`config.mk`:
```
export PLATFORM = sky130hd
export DESIGN_NAME = pc_sequencer
export DESIGN_NICKNAME = d
export VERILOG_FILES = /design/src/rtl/pc_sequencer_pkg.sv /design/src/rtl/pc_sequencer_ras_stack.sv /design/src/rtl/pc_sequencer.sv
export SDC_FILE = /design/constraint.sdc
export NUM_CORES = 1
export LEC_CHECK = 0
export CORE_AREA = 2 2 238 240
export DETAILED_ROUTE_END_ITERATION = 7
export DIE_AREA = 0 0 240 242
export GPL_ROUTABILITY_DRIVEN = 0
export GPL_TIMING_DRIVEN = 1
export PLACE_DENSITY = 0.74
export REMOVE_ABC_BUFFERS = 1
export SETUP_SLACK_MARGIN = 0.02
export SYNTH_ARGS = -nofsm -noshare
export SYNTH_HDL_FRONTEND = slang
export SYNTH_SLANG_ARGS = --single-unit
```
`constraint.sdc`:
```
create_clock -name clk -period 23.5 [get_ports clk]
set_clock_uncertainty 0.15 [all_clocks]
set_input_delay 2.35 -clock clk [delete_from_list [all_inputs] [get_ports clk]]
set_output_delay 2.35 -clock clk [all_outputs]
set_load 0.01 [all_outputs]
```
`src/rtl/pc_sequencer_pkg.sv`:
```
// Shared defaults and next-PC select encoding for the PC sequencer.
package pc_defs;
  localparam int unsigned ADDR_W_DEF   = 64;
  localparam int unsigned INC_DEF      = 4;
  localparam logic [63:0] RESET_PC_DEF = 64'h0;

  typedef enum logic [1:0] {
    SEL_SEQ = 2'd0,
    SEL_BR  = 2'd1,
    SEL_JMP = 2'd2,
    SEL_RET = 2'd3
  } pc_sel_e;
endpackage

```
`src/rtl/pc_sequencer_ras_stack.sv`:
```
// Circular return-address stack: a push when full overwrites the oldest entry,
// and a pop when empty does nothing.
module ras_stack #(
  parameter int unsigned W     = 64,
  parameter int unsigned DEPTH = 8
) (
  input  logic                       clk,
  input  logic                       reset,
  input  logic                       push,
  input  logic                       pop,
  input  logic [W-1:0]               push_data,
  output logic [W-1:0]               top,
  output logic [$clog2(DEPTH):0]     count
);
  localparam int unsigned PW = $clog2(DEPTH);
  localparam int unsigned CW = PW + 1;

  logic [W-1:0]  r_mem [DEPTH];
  logic [PW-1:0] r_wp;
  logic [CW-1:0] r_count;
  logic          w_full;
  logic          w_empty;

  assign w_full  = (r_count == CW'(DEPTH));
  assign w_empty = (r_count == '0);
  // r_wp is the next free slot; once full it also points at the oldest entry.
  assign top     = r_mem[r_wp - PW'(1)];
  assign count   = r_count;

  always_ff @(posedge clk) begin
    if (reset) begin
      r_wp    <= '0;
      r_count <= '0;
    end else if (pop) begin
      if (!w_empty) begin
        r_wp    <= r_wp - PW'(1);
        r_count <= r_count - CW'(1);
      end
    end else if (push) begin
      r_wp <= r_wp + PW'(1);
      if (!w_full) r_count <= r_count + CW'(1);
    end
  end

  always_ff @(posedge clk) begin
    if (push && !pop) r_mem[r_wp] <= push_data;
  end
endmodule

```
`src/rtl/pc_sequencer.sv`:
```
// Program-counter unit: prioritised next-PC selection (ret > call > jump >
// branch > sequential) with an internal return-address stack.
module pc_sequencer
  import pc_defs::*;
#(
  parameter int unsigned       ADDR_W    = ADDR_W_DEF,
  parameter int unsigned       INC       = INC_DEF,
  parameter logic [ADDR_W-1:0] RESET_PC  = ADDR_W'(RESET_PC_DEF),
  parameter int unsigned       RAS_DEPTH = 8
) (
  input  logic                       clk,
  input  logic                       reset,
  input  logic                       en,
  input  logic                       branch_taken,
  input  logic [ADDR_W-1:0]          branch_off,
  input  logic                       jump,
  input  logic                       call,
  input  logic [ADDR_W-1:0]          jump_target,
  input  logic                       ret,
  output logic [ADDR_W-1:0]          pc,
  output logic [ADDR_W-1:0]          pc_next,
  output logic [$clog2(RAS_DEPTH):0] ras_count,
  output logic                       ras_overflow,
  output logic                       ras_underflow
);
  localparam int unsigned CW = $clog2(RAS_DEPTH) + 1;

  logic [ADDR_W-1:0] r_pc;
  logic              r_ovf;
  logic              r_unf;
  logic [ADDR_W-1:0] w_pc_inc;
  logic [ADDR_W-1:0] w_pc_br;
  logic [ADDR_W-1:0] w_ras_top;
  logic [CW-1:0]     w_ras_count;
  pc_sel_e           w_sel;
  logic              w_push;
  logic              w_pop;
  logic              w_ovf_set;
  logic              w_unf_set;

  // Adders wrap modulo 2^ADDR_W; a negative offset is just its two's complement.
  assign w_pc_inc = r_pc + ADDR_W'(INC);
  assign w_pc_br  = r_pc + branch_off;

  always_comb begin
    w_sel     = SEL_SEQ;
    w_push    = 1'b0;
    w_pop     = 1'b0;
    w_ovf_set = 1'b0;
    w_unf_set = 1'b0;
    if (ret) begin
      if (w_ras_count != '0) begin
        w_sel = SEL_RET;
        w_pop = 1'b1;
      end else begin
        w_unf_set = 1'b1;
      end
    end else if (call) begin
      w_sel     = SEL_JMP;
      w_push    = 1'b1;
      w_ovf_set = (w_ras_count == CW'(RAS_DEPTH));
    end else if (jump) begin
      w_sel = SEL_JMP;
    end else if (branch_taken) begin
      w_sel = SEL_BR;
    end
  end

  always_comb begin
    case (w_sel)
      SEL_BR:  pc_next = w_pc_br;
      SEL_JMP: pc_next = jump_target;
      SEL_RET: pc_next = w_ras_top;
      default: pc_next = w_pc_inc;
    endcase
  end

  ras_stack #(
    .W     (ADDR_W),
    .DEPTH (RAS_DEPTH)
  ) u_ras (
    .clk       (clk),
    .reset     (reset),
    .push      (en && w_push),
    .pop       (en && w_pop),
    .push_data (w_pc_inc),
    .top       (w_ras_top),
    .count     (w_ras_count)
  );

  always_ff @(posedge clk) begin
    if (reset) begin
      r_pc  <= RESET_PC;
      r_ovf <= 1'b0;
      r_unf <= 1'b0;
    end else if (en) begin
      r_pc <= pc_next;
      if (w_ovf_set) r_ovf <= 1'b1;
      if (w_unf_set) r_unf <= 1'b1;
    end
  end

  assign pc            = r_pc;
  assign ras_count     = w_ras_count;
  assign ras_overflow  = r_ovf;
  assign ras_underflow = r_unf;
endmodule
```
* Word level (Yosys, flattened, before mapping)
Memories as Yosys holds them, arrays and structs flattened.
Cells that the tools add are included.
** Cells by class
- Add/subtract/negate cells :: 6
- Multiply operators :: 0
- Div/mod/pow operators :: 0
- Magnitude comparators :: 0
- Equality and inequality tests :: 6
- Shifts and indexed selects :: 0
- Mux-type cells :: 23
- Bitwise logic cells :: 0
- Reduce and logical (&&, ||, !) cells :: 11
** Operator list (number)
- $pmux 64 s3 :: 1
- $add 64x3->64 const B :: 1
- $add 64x64->64 :: 1
- $mux 4 :: 4
- $mux 1 :: 11
- $mux 3 :: 3
- $mux 2 :: 4
- $reduce_and 2->1 :: 3
- $add 4x1->4 const B :: 1
- $eq 2x2->1 const B :: 2
- $eq 4x4->1 const B :: 1
- $logic_not 4->1 :: 1
- $reduce_bool 4->1 :: 1
- $sub 4x1->4 const B :: 1
- $add 3x1->3 const B :: 1
- $logic_and 1x1->1 :: 3
- $reduce_and 3->1 :: 1
- $sub 3x1->3 const B :: 1
- $eq 2x1->1 const B :: 1
- $ne 2x1->1 const B :: 1
- $ne 2x2->1 const B :: 1
- $reduce_bool 2->1 :: 1
- $logic_not 1->1 :: 1
** Storage, ports and cells
- Register bits after elaboration :: 73
- Bits in latches :: 0
- Memory bits (writable) :: 512
- ROM bits :: 0
- Bits of input ports :: 135
- Output and inout bits :: 134
- Word-level logic and storage cells :: 52
- Memories :: 1
** Memories
- u_ras.r_mem :: depth 8, width 64, rd ports 1, clocked after Yosys merged registers in 0, wr ports 1, RTL line pc_sequencer_ras_stack.sv:18 : logic [W-1:0] r_mem [DEPTH];

* Longest topological paths before layout
- Depth in word-level cells :: 8
- Depth in mapped cells :: 15
- Mapped depth without buffers :: 12

* By module
A second synthesis with hierarchy kept.
** Unflattened totals
- Cells, all modules :: 2111
- Area total of the unflattened synthesis :: 28944.0 um^2
** By module, submodules not included
- ras_stack :: times used 1, cells each 802, area an instance 19702.6 um^2, sequential area each 15514.9 um^2
- pc_sequencer :: times used 1, cells each 1309, area an instance 9241.4 um^2, sequential area each 1321.3 um^2

* Worst setup path after synthesis
OpenSTA, ideal clock, no wires.
- Path type :: input port to flip-flop
- Start :: input ret
- End :: memory u_ras.r_mem[0][0] (enable)
- Setup time :: 0.644 ns
- Arrival :: 8.697 ns
- Required time :: 22.706 ns
- Path slack :: 14.009 ns
- Stages :: 2
- Cell sequence :: nand3b_1 > nor4_1
** Between the ends
- Longest elaborated chain between the ends :: 6
- Elaborated cells between the ends (all ways) :: 8
** Ends and longest elaborated chain
- start, declared :: RTL line pc_sequencer.sv:19 : input logic ret,
- $mux 1 :: RTL line pc_sequencer.sv:51 : if (ret) begin
- $logic_and 1x1->1 :: RTL line pc_sequencer.sv:85 : .pop (en && w_pop),
- $logic_not 1->1 :: RTL line pc_sequencer_ras_stack.sv:46 : if (push && !pop) r_mem[r_wp] <= push_data;
- $logic_and 1x1->1 (*) :: RTL line pc_sequencer_ras_stack.sv:46
- $mux 1 (*) :: RTL line pc_sequencer_ras_stack.sv:46
- $mux 1 (not written as such) (*) :: RTL line pc_sequencer_ras_stack.sv:46
- end, declared :: RTL line pc_sequencer_ras_stack.sv:18
Every way passes the cells marked *; elsewhere a longest branch is shown, timed or not.

* Worst setup path after layout
- Start :: input branch_off[0]
- End :: output pc_next[36]
** Between the ends
- Longest elaborated chain between the ends :: 2
** Ends and longest elaborated chain
- start, declared :: RTL line pc_sequencer.sv:15 : input logic [ADDR_W-1:0] branch_off,
- $add 64x64->64 :: RTL line pc_sequencer.sv:43 : assign w_pc_br = r_pc + branch_off;
- $pmux 64 s3 :: RTL line pc_sequencer.sv:70 : case (w_sel)
- end, declared :: RTL line pc_sequencer.sv:21 : output logic [ADDR_W-1:0] pc_next,
Every way passes these cells.

==> flow_metrics.py <==
metrics = {
    "outcome": {
        "status": "finished, final reports clean",
    },
    "power": {
        "power.total_uw": 2730,
        "powerDensity_mw_per_mm2": 79.9,
        "p_leak_uw": 0.0118,
        "ir_drop_uv": 52.1,
    },
    "finish": {
        "final_util": 0.612,
        "final_net_count": 2639,
        "layout.cells.non_filler": 3241,
        "fin_area_mm2": 0.0341,
        "multi_input_area_mm2": 0.0113,
        "syn_to_final_growth_pct": 19.1,
        "regArea_mm2": 0.0168,
        "fill_cells": 4288,
        "drive_gt1_frac": 0.125,
    },
    "logic_synthesis": {
        "syn_inst": 2186,
        "synth_area_mm2": 0.0286,
        "seq_area_frac_synth": 0.588,
        "syn_area_per_cell_um2": 13.1,
        "synth_edf_count": 512,
        "async_reset_ff_frac": 0,
        "ys_types": 82,
        "synth_ff_type": "edfxtp_1",
        "ys_seq_elements": 585,
        "yosys_warnings": 0,
        "synth.largest_area_cell": "edfxtp_1",
        "synth_area_leaders": "edfxtp_1 (54%), mux4_2 (10%), dfxtp_1 (5.1%), a21oi_1 (3.1%), ha_1 (3.0%)",
        "synth_top_area_share": 0.537,
    },
    "critical_path": {
        "path_buf_inv": 3,
        "worst_setup_path_end_kind": "output pin",
        "worstPathRequired_ns": 21.00,
        "worstPathCellList": "clkdlybuf4s50_1 -> ha_1 -> inv_1 -> fa_1 -> nand2b_1 -> a21oi_1 -> o211ai_1 -> a2111o_1 -> a2111o_1 -> a2111oi_0 -> nand3b_1 -> nor2_1 -> a21oi_1 -> clkdlybuf4s50_1",
        "path_class": "primary input to output pin",
        "critical-path-slowest-cell": "clkdlybuf4s50_1",
        "max_stage_delay_ns": 0.59,
        "critPathMaxFanout": 5,
        "start_kind": "primary input",
        "cp_top_family": "compound AO/OA/AOI/OAI gates",
        "crit_arrival_ns": 6.90,
    },
    "global_routing": {
        "grt_remaining_overflow": 0,
        "grt_most_used_layer": "met2",
        "grt_max_degree": 67,
        "grt_use_met1": 0.404,
        "track_usage": 0.298,
        "grt_antenna_before_repair": 3,
        "first_global_vias": 20800,
        "grt_pass1_wl_um": 129000,
        "met3_usage": 0.0601,
        "grtUsageMet2": 0.460,
    },
    "cts": {
        "htree_levels": 2,
        "cts_tree": "built",
        "cts_hold_buf": 0,
        "clockRootBuffer": "clkbuf_16",
        "path_clk_slew_ns": 0.06,
        "cts_num_sinks": 585,
        "post_cts_buffers": 0,
        "clock_latency_ns": 0.63,
        "cts_max_path_buffers": 3,
        "cts_resized": 0,
        "numCtsBuffers": 56,
    },
    "routing": {
        "drc_errors": 0,
        "drtIter0Drc": 2602,
        "postRouteAntennaNets": 0,
        "firstDrtPassIters": 8,
        "via_per_inst": 6.51,
        "routedWlPerCell_um": 27.1,
        "wl_um": 87700,
        "num_vias": 21100,
    },
    "sta": {
        "worst_pin_slew_ns": 1.11,
        "setup_viol": 0,
        "hold_viol_final": 0,
        "rsz0062_at_grt": "no",
        "relSlewSlack": 0.257,
        "fmax_mhz": 106,
        "tns_ns": 0,
        "finalCritPeriodShare": 0.400,
        "finalMaxSlewViolations": 0,
        "timing.final.crit_period_ns": 9.40,
    },
    "hold_path": {
        "min_path_type": "flip-flop to flip-flop",
    },
    "place": {
        "placedCellCount": 3132,
        "hpwl_um": 55300,
        "io_buffers": 268,
        "postPlaceCellArea_mm2": 0.0322,
    },
    "floorplan": {
        "die_area_mm2": 0.0581,
        "start_util": 0.514,
        "io_pins": 269,
        "die_w_um": 240,
        "core-area_mm2": 0.0557,
        "die-height_um": 242,
        "rows": 87,
    },
    "job": {
        "max_cap_violations": 0,
    },
}
[area by class of cell]
type | count | area share
antenna | 3 | 0.000220
multi-input combinational | 1436 | 0.331
clock inverter | 33 | 0.00895
inverter | 47 | 0.00517
sequential | 585 | 0.494
clock buffer | 73 | 0.0462
timing repair buffer | 308 | 0.0872
tap | 756 | 0.0277
[flip-flops by register name, indices dropped and copies added, names as in the netlist]
register       count
ras_underflow      1
u_ras.count        4
u_ras.r_wp         3
u_ras.r_mem      512
pc                64
ras_overflow       1
[path summary, 6_finish.rpt]
path / from / endpoint / slack [ns] / cells past startpoint
worst max register to register: u_ras.r_wp[0] / pc[52] / 18.97 / 9
worst max-delay path: branch_off[0] / pc_next[36] / 14.10 / 14
worst min register to register: ras_underflow / ras_underflow / 0.33 / 2
worst min-delay path: ras_underflow / ras_underflow / 0.33 / 2
[cell usage after synthesis (14+ instances only)]
master      n
edfxtp_1  512
nand2_1   195
a21oi_1   176
nor2_1    168
mux4_2    128
clkbuf_1   97
o21ai_0    82
dfxtp_1    73
ha_1       68
xnor2_1    67
mux2i_1    49
inv_1      46
nand3_1    44
nand4_1    42
xor2_1     37
nor3_1     34
a221oi_1   32
and3_1     30
a21o_1     27
o21a_1     18
a211oi_1   17
o21bai_1   15
or2_2      14
[logic make-up after synthesis]
group           share of synthesized area
compound gates                      0.110
xor+xnor                           0.0329
fa+ha+maj                          0.0311
buf+inv                            0.0224
flops                               0.588
mux                                 0.118
simple gates                       0.0972
[through the flow]
stage,setup slack (ns),hold WS [ns]
floorplan,10.47,0.352
global placement,14.21,0.314
detailed placement,14.19,0.322
CTS,14.16,0.337
global route,13.84,0.374
finish,14.10,0.331
[report_power, final]
group / total, uW / switching [uW] / internal [uW]
clock network: 919 / 390 / 528
logic: 606 / 351 / 255
registers: 1200 / 35.4 / 1170
total: 2730 / 777 / 1950
[layout by cell type, fill, tap and decap left out, drive strengths merged, types with 15 or more instances in the layout]
master | Yosys | layout
edfxtp | 512 | 512
clkdlybuf4s50 | 0 | 266
nand2 | 195 | 195
a21oi | 176 | 176
nor2 | 171 | 171
mux4 | 128 | 128
o21ai | 89 | 89
dfxtp | 73 | 73
clkbuf | 97 | 73
ha | 68 | 68
xnor2 | 67 | 67
mux2i | 49 | 49
inv | 46 | 49
nand3 | 44 | 44
nand4 | 42 | 42
buf | 21 | 42
xor2 | 39 | 39
nor3 | 34 | 34
a221oi | 32 | 32
and3 | 30 | 30
a21o | 27 | 27
clkinv | 1 | 23
o21a | 18 | 18
a211oi | 17 | 17
o21bai | 15 | 15
[layer usage]
| metal | up-vias | part of all wire |
|---|---|---|
| met5 | - | 0 |
| met4 | 0 | 0.050 |
| met3 | 277 | 0.11 |
| met2 | 1378 | 0.46 |
| met1 | 10400 | 0.38 |
| li1 | 9022 | - |
[worst min-delay path: stages, from the launching register on]
cell	delay (ns)
dfxtp_1	0.34
a21oi_1	0.04
nor2_1	0.07
No activity file was read; power rests on OpenSTA's default activity.
